File: config.mk
export PLATFORM = sky130hd
export DESIGN_NAME = pipelined_control_unit
export DESIGN_NICKNAME = d
export VERILOG_FILES = /design/src/rtl/ctrl_pkg.sv /design/src/rtl/control_decode.sv /design/src/rtl/pipelined_control_unit.sv
export SDC_FILE = /design/constraint.sdc
export NUM_CORES = 1
export LEC_CHECK = 0
export CORE_UTILIZATION = 35
export CTS_CLUSTER_DIAMETER = 50
export DETAILED_ROUTE_END_ITERATION = 7
export HOLD_SLACK_MARGIN = 0.06
export PLACE_DENSITY_LB_ADDON = 0.3
export SLEW_MARGIN = 20
export SYNTH_ARGS = -nofsm -noshare
export SYNTH_HDL_FRONTEND = slang
export SYNTH_HIERARCHICAL = 1
export SYNTH_SLANG_ARGS = --single-unit
File: constraint.sdc
create_clock -name clk -period 1.55 [get_ports clk]
set_input_delay 0.2325 -clock clk [delete_from_list [all_inputs] [get_ports clk]]
set_output_delay 0.2325 -clock clk [all_outputs]
set_load 0.005 [all_outputs]
File: src/rtl/ctrl_pkg.sv
// Shared opcode/funct codes, output encodings and the control word layout
// for pipelined_control_unit.
package ctrl_pkg;

    localparam logic [5:0] OP_RTYPE = 6'h00;
    localparam logic [5:0] OP_J     = 6'h02;
    localparam logic [5:0] OP_BEQ   = 6'h04;
    localparam logic [5:0] OP_BNE   = 6'h05;
    localparam logic [5:0] OP_ADDI  = 6'h08;
    localparam logic [5:0] OP_ADDIU = 6'h09;
    localparam logic [5:0] OP_SLTI  = 6'h0A;
    localparam logic [5:0] OP_SLTIU = 6'h0B;
    localparam logic [5:0] OP_ANDI  = 6'h0C;
    localparam logic [5:0] OP_ORI   = 6'h0D;
    localparam logic [5:0] OP_XORI  = 6'h0E;
    localparam logic [5:0] OP_LUI   = 6'h0F;
    localparam logic [5:0] OP_LW    = 6'h23;
    localparam logic [5:0] OP_SW    = 6'h2B;

    localparam logic [5:0] FN_NOOP  = 6'h00;
    localparam logic [5:0] FN_MFHI  = 6'h10;
    localparam logic [5:0] FN_MFLO  = 6'h12;
    localparam logic [5:0] FN_MULT  = 6'h18;
    localparam logic [5:0] FN_MULTU = 6'h19;

    typedef enum logic [1:0] {
        OSEL_ALU = 2'b00,
        OSEL_LUI = 2'b01,
        OSEL_LO  = 2'b10,
        OSEL_HI  = 2'b11
    } out_sel_e;

    typedef enum logic [2:0] {
        ALU_ADD   = 3'b000,
        ALU_AND   = 3'b010,
        ALU_OR    = 3'b011,
        ALU_XOR   = 3'b100,
        ALU_SLT   = 3'b101,
        ALU_RTYPE = 3'b111
    } alu_mid_e;

    typedef struct packed {
        logic     reg_write;
        logic     reg_dst;
        logic     alu_src_a;
        logic     mem_write;
        logic     mem_read;
        logic     mem_to_reg;
        logic     beq;
        logic     bne;
        logic     jump;
        logic     se_ze;
        logic     start_mult;
        logic     mult_sign;
        out_sel_e out_select;
        alu_mid_e alu_mid;
    } ctrl_word_t;

    localparam ctrl_word_t CTRL_NOOP = '0;

endpackage

File: src/rtl/control_decode.sv
// Combinational opcode/funct decoder producing the control word plus
// multiply, HI/LO-read and illegal-opcode flags.
module control_decode
    import ctrl_pkg::*;
(
    input  logic [5:0]  op_code,
    input  logic [5:0]  funct,
    output ctrl_word_t  ctrl,
    output logic        is_mult,
    output logic        is_hilo,
    output logic        illegal
);

    // Main decode table; unlisted opcodes fall back to the all-zero NOOP word.
    always_comb begin
        ctrl    = CTRL_NOOP;
        is_mult = 1'b0;
        is_hilo = 1'b0;
        illegal = 1'b0;
        case (op_code)
            OP_RTYPE: begin
                case (funct)
                    FN_NOOP: ctrl = CTRL_NOOP;
                    FN_MFHI: begin
                        ctrl.reg_write  = 1'b1;
                        ctrl.reg_dst    = 1'b1;
                        ctrl.out_select = OSEL_HI;
                        is_hilo         = 1'b1;
                    end
                    FN_MFLO: begin
                        ctrl.reg_write  = 1'b1;
                        ctrl.reg_dst    = 1'b1;
                        ctrl.out_select = OSEL_LO;
                        is_hilo         = 1'b1;
                    end
                    FN_MULT: begin
                        ctrl.start_mult = 1'b1;
                        ctrl.mult_sign  = 1'b1;
                        is_mult         = 1'b1;
                    end
                    FN_MULTU: begin
                        ctrl.start_mult = 1'b1;
                        is_mult         = 1'b1;
                    end
                    default: begin
                        ctrl.reg_write = 1'b1;
                        ctrl.reg_dst   = 1'b1;
                        ctrl.alu_src_a = 1'b1;
                        ctrl.alu_mid   = ALU_RTYPE;
                    end
                endcase
            end
            OP_J: ctrl.jump = 1'b1;
            OP_BEQ, OP_BNE: begin
                ctrl.beq       = (op_code == OP_BEQ);
                ctrl.bne       = (op_code == OP_BNE);
                ctrl.alu_src_a = 1'b1;
                ctrl.se_ze     = 1'b1;
            end
            OP_ADDI, OP_ADDIU: begin
                ctrl.reg_write = 1'b1;
                ctrl.se_ze     = 1'b1;
            end
            OP_SLTI, OP_SLTIU: begin
                ctrl.reg_write = 1'b1;
                ctrl.se_ze     = 1'b1;
                ctrl.alu_mid   = ALU_SLT;
            end
            OP_ANDI: begin
                ctrl.reg_write = 1'b1;
                ctrl.alu_mid   = ALU_AND;
            end
            OP_ORI: begin
                ctrl.reg_write = 1'b1;
                ctrl.alu_mid   = ALU_OR;
            end
            OP_XORI: begin
                ctrl.reg_write = 1'b1;
                ctrl.alu_mid   = ALU_XOR;
            end
            OP_LUI: begin
                ctrl.reg_write  = 1'b1;
                ctrl.out_select = OSEL_LUI;
            end
            OP_LW: begin
                ctrl.reg_write  = 1'b1;
                ctrl.mem_read   = 1'b1;
                ctrl.mem_to_reg = 1'b1;
                ctrl.se_ze      = 1'b1;
            end
            OP_SW: begin
                ctrl.mem_write = 1'b1;
                ctrl.se_ze     = 1'b1;
            end
            default: illegal = 1'b1;
        endcase
    end

endmodule

File: src/rtl/pipelined_control_unit.sv
// Registered, valid/ready control unit with multiply-latency interlock.
// Optional feature macro: CTRL_ILLEGAL_TRAP_EN (illegal-opcode flag and sticky stall).
module pipelined_control_unit
    import ctrl_pkg::*;
#(
    parameter int MULT_LATENCY = 4
) (
    input  logic       clk,
    input  logic       rst_n,
    input  logic       in_valid,
    output logic       in_ready,
    input  logic [5:0] op_code,
    input  logic [5:0] funct,
    output logic       out_valid,
    input  logic       out_ready,
    output logic       reg_write,
    output logic       reg_dst,
    output logic       alu_src_a,
    output logic       mem_write,
    output logic       mem_read,
    output logic       mem_to_reg,
    output logic       beq,
    output logic       bne,
    output logic       jump,
    output logic       se_ze,
    output logic       start_mult,
    output logic       mult_sign,
    output logic [1:0] out_select,
    output logic [2:0] alu_mid,
    output logic       mult_busy,
    output logic       illegal_op
);

    localparam int CNT_W = (MULT_LATENCY > 0) ? $clog2(MULT_LATENCY + 1) : 1;
    localparam logic [CNT_W-1:0] CNT_LOAD = CNT_W'(MULT_LATENCY);
    localparam logic [CNT_W-1:0] CNT_ONE  = CNT_W'(1);

`ifdef CTRL_ILLEGAL_TRAP_EN
    localparam logic TRAP_EN = 1'b1;
`else
    localparam logic TRAP_EN = 1'b0;
`endif

    ctrl_word_t       dec_word_s;
    logic             dec_mult_s;
    logic             dec_hilo_s;
    logic             dec_illegal_s;
    logic             hazard_s;
    logic             accept_s;

    ctrl_word_t       word_q, word_d;
    logic             out_valid_q, out_valid_d;
    logic             illegal_q, illegal_d;
    logic             trap_q, trap_d;
    logic [CNT_W-1:0] cnt_q, cnt_d;

    control_decode u_decode (
        .op_code (op_code),
        .funct   (funct),
        .ctrl    (dec_word_s),
        .is_mult (dec_mult_s),
        .is_hilo (dec_hilo_s),
        .illegal (dec_illegal_s)
    );

    assign mult_busy = (cnt_q != '0);
    assign hazard_s  = mult_busy & in_valid & (dec_mult_s | dec_hilo_s);
    assign in_ready  = (~out_valid_q | out_ready) & ~hazard_s & ~trap_q;
    assign accept_s  = in_valid & in_ready;

    // Output register, interlock counter and sticky trap next-state.
    always_comb begin
        word_d      = word_q;
        out_valid_d = out_valid_q;
        illegal_d   = illegal_q;
        cnt_d       = cnt_q;
        trap_d      = trap_q;
        if (accept_s) begin
            word_d      = dec_word_s;
            out_valid_d = 1'b1;
            illegal_d   = TRAP_EN & dec_illegal_s;
            trap_d      = trap_q | (TRAP_EN & dec_illegal_s);
        end else if (out_ready) begin
            // Drained with nothing new: park the word at NOOP so flags never linger.
            word_d      = CTRL_NOOP;
            out_valid_d = 1'b0;
            illegal_d   = 1'b0;
        end else begin
            word_d      = word_q;
        end
        if (accept_s & dec_mult_s) begin
            cnt_d = CNT_LOAD;
        end else if (cnt_q != '0) begin
            cnt_d = cnt_q - CNT_ONE;
        end else begin
            cnt_d = cnt_q;
        end
    end

    // State registers with asynchronous clear.
    always_ff @(posedge clk or negedge rst_n) begin
        if (!rst_n) begin
            word_q      <= CTRL_NOOP;
            out_valid_q <= 1'b0;
            illegal_q   <= 1'b0;
            trap_q      <= 1'b0;
            cnt_q       <= '0;
        end else begin
            word_q      <= word_d;
            out_valid_q <= out_valid_d;
            illegal_q   <= illegal_d;
            trap_q      <= trap_d;
            cnt_q       <= cnt_d;
        end
    end

    assign out_valid  = out_valid_q;
    assign illegal_op = illegal_q;
    assign reg_write  = word_q.reg_write;
    assign reg_dst    = word_q.reg_dst;
    assign alu_src_a  = word_q.alu_src_a;
    assign mem_write  = word_q.mem_write;
    assign mem_read   = word_q.mem_read;
    assign mem_to_reg = word_q.mem_to_reg;
    assign beq        = word_q.beq;
    assign bne        = word_q.bne;
    assign jump       = word_q.jump;
    assign se_ze      = word_q.se_ze;
    assign start_mult = word_q.start_mult;
    assign mult_sign  = word_q.mult_sign;
    assign out_select = word_q.out_select;
    assign alu_mid    = word_q.alu_mid;

endmodule

# Word-level counts from Yosys, hierarchy flattened

Index checks and enable logic that the tools add are counted.

Bits in registers: 22
Bits in latches: 0
Bits in writable memories: 0
ROM bits: 0
Bits of input ports: 16
Output and inout bits: 21
Word-level logic and storage cells: 84
Memories kept: 0

Add/subtract/negate cells: 1
$mul: 0
Div/mod/pow operators: 0
Order comparisons: 0
Equal/unequal tests: 17
Shifts and indexed selects: 0
Mux-type cells: 27
Bitwise logic cells: 9
Reduce and logical (&&, ||, !) cells: 13

Operators with widths:

| kind                                             | count |
|---|---|
| == test 6 x 4 -> 1 bit, second input constant    | 8 |
| two-way mux 17 bit                               | 2 |
| == test 6 x 5 -> 1 bit, second input constant    | 4 |
| case mux 3 bit (5 select lines)                  | 1 |
| two-way mux 1 bit                                | 13 |
| == test 6 x 3 -> 1 bit, second input constant    | 2 |
| == test 6 bit, second input constant             | 2 |
| logical NOT 6 bit                                | 2 |
| two-way mux 3 bit                                | 3 |
| OR reduction 9 bit                               | 1 |
| two-way mux 2 bit                                | 4 |
| case mux 2 bit (2 select lines)                  | 2 |
| OR reduction 2 bit                               | 4 |
| OR reduction 8 bit                               | 1 |
| == test 6 x 2 -> 1 bit, second input constant    | 1 |
| AND 1 bit                                        | 5 |
| OR reduction 5 bit                               | 1 |
| case mux 1 bit (2 select lines)                  | 2 |
| nonzero test 2 bit                               | 2 |
| nonzero test 3 bit                               | 1 |
| OR reduction 3 bit                               | 1 |
| subtractor 3 x 1 -> 3 bit, second input constant | 1 |
| inverter 1 bit                                   | 2 |
| OR 1 bit                                         | 2 |

# Depth between registers and ports, before layout

Gate-level depths: netlist (run 1).

Depth in word-level cells: 11
Mapped depth: 9

# Cells and area by module

The synthesis (run 1) kept the hierarchy.

Modules (own cells, without submodules):

| module                 | times used | cells an instance | area an instance (um2) |
|---|---|---|---|
| pipelined_control_unit | 1          | 71                | 904.6 |
| control_decode         | 1          | 57                | 386.6 |

# Worst setup path before layout (run 1)

OpenSTA, ideal clock, no wires.

Path type: input-to-reg
Start: input op_code[5]
End: register word_q, in the netlist se_ze
Setup time: 122 ps
Data arrival time: 1744 ps
Setup slack: -315 ps
Stages on the path: 9
Cell sequence: buf_2 > nor2_4 > nand3_4 > nor3_1 > nor2_1 > o211a_1 > buf_6 > buf_6 > a32o_1

Cells in the longest elaborated chain, start to end: 8
Elaborated cells on any way between the ends: 20
Those cells by class: eq/ne (8); mux (4); bitwise (5); reduce/logical (3)

RTL lines:

| element                                                         | line                          | text |
|---|---|---|
| start: declaration                                              | pipelined_control_unit.sv:12  | `input logic [5:0] op_code,` |
| logical NOT 6 bit *                                             | control_decode.sv:20          | `case (op_code)` |
| two-way mux 1 bit *                                             | control_decode.sv:20          |  |
| via dec_mult_s                                                  | pipelined_control_unit.sv:45  | `logic dec_mult_s;` |
| OR 1 bit *                                                      | pipelined_control_unit.sv:67  | `assign hazard_s = mult_busy & in_valid & (dec_mult_s \| dec_hilo_s);` |
| AND 1 bit *                                                     | pipelined_control_unit.sv:67  |  |
| inverter 1 bit *                                                | pipelined_control_unit.sv:68  | `assign in_ready = (~out_valid_q \| out_ready) & ~hazard_s & ~trap_q;` |
| AND 1 bit *                                                     | pipelined_control_unit.sv:68  |  |
| AND 1 bit *                                                     | pipelined_control_unit.sv:69  | `assign accept_s = in_valid & in_ready;` |
| two-way mux 17 bit / nonzero test 2 bit (equally long branches) | --                            |  |
| end signal: assignment                                          | pipelined_control_unit.sv:109 | `word_q <= word_d;` |
| end: declaration                                                | pipelined_control_unit.sv:51  | `ctrl_word_t word_q, word_d;` |

The timed path passes the listed nets; every way through them passes the cells marked *.
A chain may end at the register's enable or synchronous reset.

# Worst setup path after layout (run 1)

Start: register cnt_q[0]
End: register word_q, in the netlist se_ze

Cells in the longest elaborated chain, start to end: 7
Elaborated cells on any way between the ends: 8
Those cells by class: mux (1); bitwise (5); reduce/logical (2)

RTL lines:

| element                                                         | line                          | text |
|---|---|---|
| start: declaration                                              | pipelined_control_unit.sv:55  | `logic [CNT_W-1:0] cnt_q, cnt_d;` |
| start signal: assignment                                        | pipelined_control_unit.sv:113 | `cnt_q <= cnt_d;` |
| nonzero test 3 bit *                                            | pipelined_control_unit.sv:66  | `assign mult_busy = (cnt_q != '0);` |
| AND 1 bit * (2 in series)                                       | pipelined_control_unit.sv:67  |  |
| inverter 1 bit *                                                | pipelined_control_unit.sv:68  |  |
| AND 1 bit *                                                     | pipelined_control_unit.sv:68  |  |
| AND 1 bit *                                                     | pipelined_control_unit.sv:69  |  |
| two-way mux 17 bit / nonzero test 2 bit (equally long branches) | --                            |  |

Every way passes the cells marked *; elsewhere a longest branch is shown, timed or not.

==> impl_metrics.toml, run 1 <==
[status]
outcome = "finished with violations"
failed_checks = "negative setup slack"

[pwr]
power.density_cell_area_nw_per_um2 = 815.4
power_leakage_uw = 0.0008581
peakVddDrop_v = 0.0005641

[placement]
numPlacedInstances = 218
place_worst_setup_slack_ns = -0.6459
port_buffers = 35
cell_area_after_placement_sq_um = 1808
dp_hpwl_mm = 2.446
place.gp.congestion = 0.8789

[timing]
setup_total_negative_slack_ns = -1.680
setup_repair_after_global_routing_missed_its_margin = "yes"
finalClockSkew_ns = 0.01303
setup_viol = 19
timing.final.hold_violations = 0
report.final.slew_viol_count = 0
finalCriticalPeriod_ns = 1.663
max_clock_freq_mhz = 601.2
finalWorstSetupSlack_ns = -0.1135
period_share = 1.073

[cells_and_area]
antenna_cells = 0
area_delta_synth_final_pct = 56.69
number_of_fill_cells_in_the_layout = 281
finish.instance_area_sq_um = 1978
finish.cell_count_without_fillers = 233
num-nets-final = 206
post_route_cells_drive_above_1_share = 0.3422

[floorplanning]
die_boundary_height_um = 62.06
initial_utilization = 0.3725
design.core.area_sq_um = 3390
chipWidth_um = 62.06
row_count = 21
fp.dieArea_sq_um = 3851
num_io_pins = 37

[run]
cap_viol_max_count = 0

[global_routing]
global_route.overflow_total = 0
antenna_found_initial = 0
grt_first_pass_wirelength_mm = 5.423
groute.usage.overall = 0.1890
grt_start_max_net_pins = 22
grt_pass1_vias = 1191

[critical_path]
critical_path.startpoint_type = "register"
endpoint_kind = "register"
r2r_cells = 8
criticalPathCategory = "register to register"
maximum_fanout_along_the_worst_path = 8
worst-endpoint-arrival_ns = 1.89
worstPathRequired_ns = 1.78

[yosys]
synthesis.nets = 141
ys.warnings.count = 6
post_synth_instance_area_sq_um = 1262
avgSynthCellArea_sq_um = 10.26
netlist_instances = 123

[clocking]
cts_sinks = 21
tritoncts = "yes"
worstSkewPairLatency_ns = 0.29
cts.root.buffer_cell = "clkbuf_4"
tritoncts.num_buffers = 3
clock_path_buffers = 2
cts.htree.levels = 1
clk_pin_slew_worst_paths_ns = 0.12

[routing]
wl_mm = 3.625
routed-via-count = 1223
route.antenna.remaining_nets = 0
drc = 0
route.detailed.wl_per_inst_um = 15.56
drt_iter0_markers = 78
post_detailed_route_via_to_cell_ratio = 5.249
dr.pass1.iters = 4

[worst_hold_path]
worst_hold_path_type = "input port to async pin"
cell usage in the layout, fill, tap and decap left out, types with 2 or more instances in the layout:
master,instances
or3_4,2
nand2b_1,2
o211a_4,2
nand2_1,8
a21oi_1,2
inv_2,2
and3_1,3
clkdlybuf4s50_1,21
nor2_1,5
nor2b_1,5
nor2_4,4
a32o_1,17
o21ai_0,2
buf_6,2
o22ai_1,2
buf_2,5
nand4_1,2
dlygate4sd2_1,9
nand3_1,2
o32ai_1,3
clkbuf_16,2
inv_1,3
dfrtp_1,21
clkbuf_4,3
o31ai_1,2
buf_4,32
nor3_1,3
final timing paths:
path / endpoint / from / slack, ns
setup / recovery: se_ze / cnt_q[0] / -0.11
hold / removal: out_select[1] / rst_n / 0.27
setup reg to reg: se_ze / cnt_q[0] / -0.11
hold reg to reg: alu_mid[2] / alu_mid[2] / 0.54
max in group asynchronous: alu_mid[2] / rst_n / 1.05
min in group clk: out_select[0] / funct[1] / 0.36
through the flow:
step,hold WS (ns),power [uW],utilization
after floorplan,-0.06309,906.0,-
after global placement,0.5106,1121,0.5334
after detailed placement,0.5212,1146,0.5334
after CTS,0.2799,1536,0.5644
after global routing,0.2853,1721,0.5836
final,0.2716,1613,0.5836
worst max-delay path: stages, from the launching register on:
cell and delay, ns:
dfrtp_1 0.40, inv_2 0.06, ha_4 0.16, nor2b_4 0.13
buf_6 0.12, buf_6 0.12, o21ai_4 0.24, clkbuf_16 0.21
a32o_1 0.16
area by class of cell:
| type | instances | area (sq um) | area share |
|---|---|---|---|
| multi-input cells | 84 | 699.4 | 0.3536 |
| repair buffers | 72 | 646.9 | 0.3270 |
| flip-flops and latches | 21 | 525.5 | 0.2657 |
| well taps | 46 | 57.56 | 0.02910 |
| clock buffers | 4 | 26.28 | 0.01328 |
| inverters | 6 | 22.52 | 0.01139 |
repair_timing:
action,CTS,global route
pin swaps,8,18
cloned,1,2
setup buffers,6,2
gates resized for setup,45,0
endpoints found under the setup margin,19,19
hold buffers,0,0
power breakdown:
part | switching (uW) | leakage [uW] | total [uW] | internal [uW]
clock | 152 | 0.0000150 | 252 | 99.9
sequential | 39.6 | 0.000282 | 640 | 600
combinational | 316 | 0.000561 | 721 | 405
routing by layer:
layer	wire length, um	GRT usage	vias to the layer above
li1	-	-	591
met1	1601	0.2516	589
met2	1843	0.3343	41
met3	161	0.02277	2
met4	19	0.02857	0
met5	0	0	-
No activity file was read; power rests on OpenSTA's default activity.
==> run 2: changes to the inputs <==
==> constraint.sdc (replaced) <==
create_clock -name clk -period 1.55 [get_ports clk]
set_input_delay 0.3875 -clock clk [delete_from_list [all_inputs] [get_ports clk]]
set_output_delay 0.3875 -clock clk [all_outputs]
set_load 0.005 [all_outputs]
==> impl_metrics.toml, run 2 (synthesis results as in run 1) <==
[timing]
max_clock_freq_mhz = 561.8
finalWorstSetupSlack_ns = -0.2299
finalCriticalPeriod_ns = 1.780
setup_viol = 19
final.hold.worst_slack_ns = 0.4122
timing.final.hold_violations = 0
period_share = 1.148
setup_total_negative_slack_ns = -2.858
setup_repair_after_global_routing_missed_its_margin = "yes"
finalClockSkew_ns = 0.003270
report.final.slew_viol_count = 0

[placement]
cell_area_after_placement_sq_um = 1848
port_buffers = 35
dp_hpwl_mm = 2.316
place.gp.congestion = 0.8361

[clocking]
tritoncts.num_buffers = 3
clock_path_buffers = 2
cts_sinks = 21
tritoncts = "yes"
cts.htree.levels = 1
cts.root.buffer_cell = "clkbuf_4"
cts_stage_hold_buffer_count = 0
worstSkewPairLatency_ns = 0.30
clk_pin_slew_worst_paths_ns = 0.12

[pwr]
p_sw_uw = 512.2
clkPwrFrac = 0.163
peakVddDrop_v = 0.0005413
relative_contribution_of_sequential_cells_to_total_power = 0.392
p_int_uw = 1120
power_leakage_uw = 0.0009801
switching_share = 0.3139
power.density_cell_area_nw_per_um2 = 808.2
share_comb_of_total_power = 0.446

[cells_and_area]
num-nets-final = 214
mostFrequentLayoutCell = "buf_4"
most-common-layout-cells = "39 x buf_4, 21 x dfrtp_1, 20 x dlygate4sd2_1"
area_delta_synth_final_pct = 59.96
post_route_cells_drive_above_1_share = 0.4103
utilization = 0.5958
finish.instance_area_sq_um = 2019
number_of_fill_cells_in_the_layout = 287
antenna_cells = 0

[routing]
route.detailed.wl_per_inst_um = 14.62
topRoutingLayerUsed = "met4"
wl_mm = 3.524
routed-via-count = 1293
routed_length_on_met1_mm = 1.397
post_detailed_route_via_to_cell_ratio = 5.365
drc = 0
drt_iter0_markers = 70
route.met2.wl_mm = 1.835
routed-wl-met3_um = 226
route.antenna.remaining_nets = 0
dr.pass1.iters = 4

[global_routing]
grt_start_max_net_pins = 22
antenna_found_initial = 0
grt_first_pass_wirelength_mm = 5.595
global_route.overflow_total = 0
groute.usage.overall = 0.1996
grt_pass1_vias = 1240

[critical_path]
worst-endpoint-arrival_ns = 1.39
criticalPathCategory = "input port to output pin"
worst_case_register_to_register_setup_slack_ns = -0.12
critical_path.cell_chain = "dlygate4sd2_1 -> nor2_2 -> nand3_2 -> nor2_4 -> nor2_2 -> nor2_1 -> a21boi_1 -> buf_2"
worstPathRequired_ns = 1.16
crit_path_max_incr_delay_ns = 0.27
slowest_stage = "dlygate4sd2_1"
critical_path.most_common_cell = "nor2_2"
maximum_fanout_along_the_worst_path = 3
endpoint_kind = "output pin"
critical_path.startpoint_type = "input port"

[floorplanning]
design.core.area_sq_um = 3390
fp.dieArea_sq_um = 3851
row_count = 21
num_io_pins = 37
die_boundary_height_um = 62.06
initial_utilization = 0.3725
chipWidth_um = 62.06

[status]
outcome = "finished with violations"
failed_checks = "negative setup slack"

[run]
cap_viol_max_count = 0

[worst_hold_path]
worst_hold_path_type = "input port to async pin"
-- run 2: power groups by stage --
| stage | combinational [uW] | sequential [uW] | clock, uW |
|---|---|---|---|
| floorplan | 272 | 635 | 0 |
| global placement | 491 | 633 | 0 |
| detailed placement | 506 | 636 | 0 |
| CTS | 657 | 637 | 279 |
| global route | 798 | 642 | 316 |
| finish | 728 | 639 | 265 |
-- run 2: stage by stage --
stage          setup WS, ns  power, uW  instances
2_1_floorplan       -0.3292      906.2        123
3_3_place_gp        -0.8909       1124        220
3_5_place_dp        -0.8811       1142        220
4_1_cts             -0.2816       1573        237
5_1_grt             -0.3192       1756        241
6_report            -0.2299       1632        241
-- run 2: critical path, delay by kind of cell --
family                 cells  cell delay (ns)
buffers and inverters      2             0.39
and+or+nand+nor            5             0.56
AOI/OAI and AO/OA          1             0.06
-- run 2: cell type report --
cell class	instances	area (sq um)	share of cell area
tap	46	57.56	0.02850
clock buffer	4	26.28	0.01301
inverter	6	25.02	0.01239
sequential	21	525.5	0.2602
multi-input combinational	83	679.4	0.3364
timing repair buffer	81	705.7	0.3494
-- run 2: path summary, 6_finish.rpt --
kind | from | endpoint | cells after the start
min in group clk | funct[1] | out_select[0] | 3
hold reg to reg | start_mult | start_mult | 1
max in group asynchronous | rst_n | start_mult | 2
setup reg to reg | cnt_q[1] | jump | 8
setup / recovery | funct[3] | in_ready | 8
hold / removal | rst_n | reg_dst | 2
-- run 2: what timing repair did --
action,CTS,global route
gates resized for setup,64,15
endpoints found under the setup margin,40,20
setup buffers,12,5
pin swaps,16,10
gates cloned,2,0
-- run 2: routing by layer --
layer	global-route usage	up-vias
met1	0.2649	624
met3	0.02692	8
li1	-	611
met2	0.3267	50
met4	0.08254	0
met5	0	-
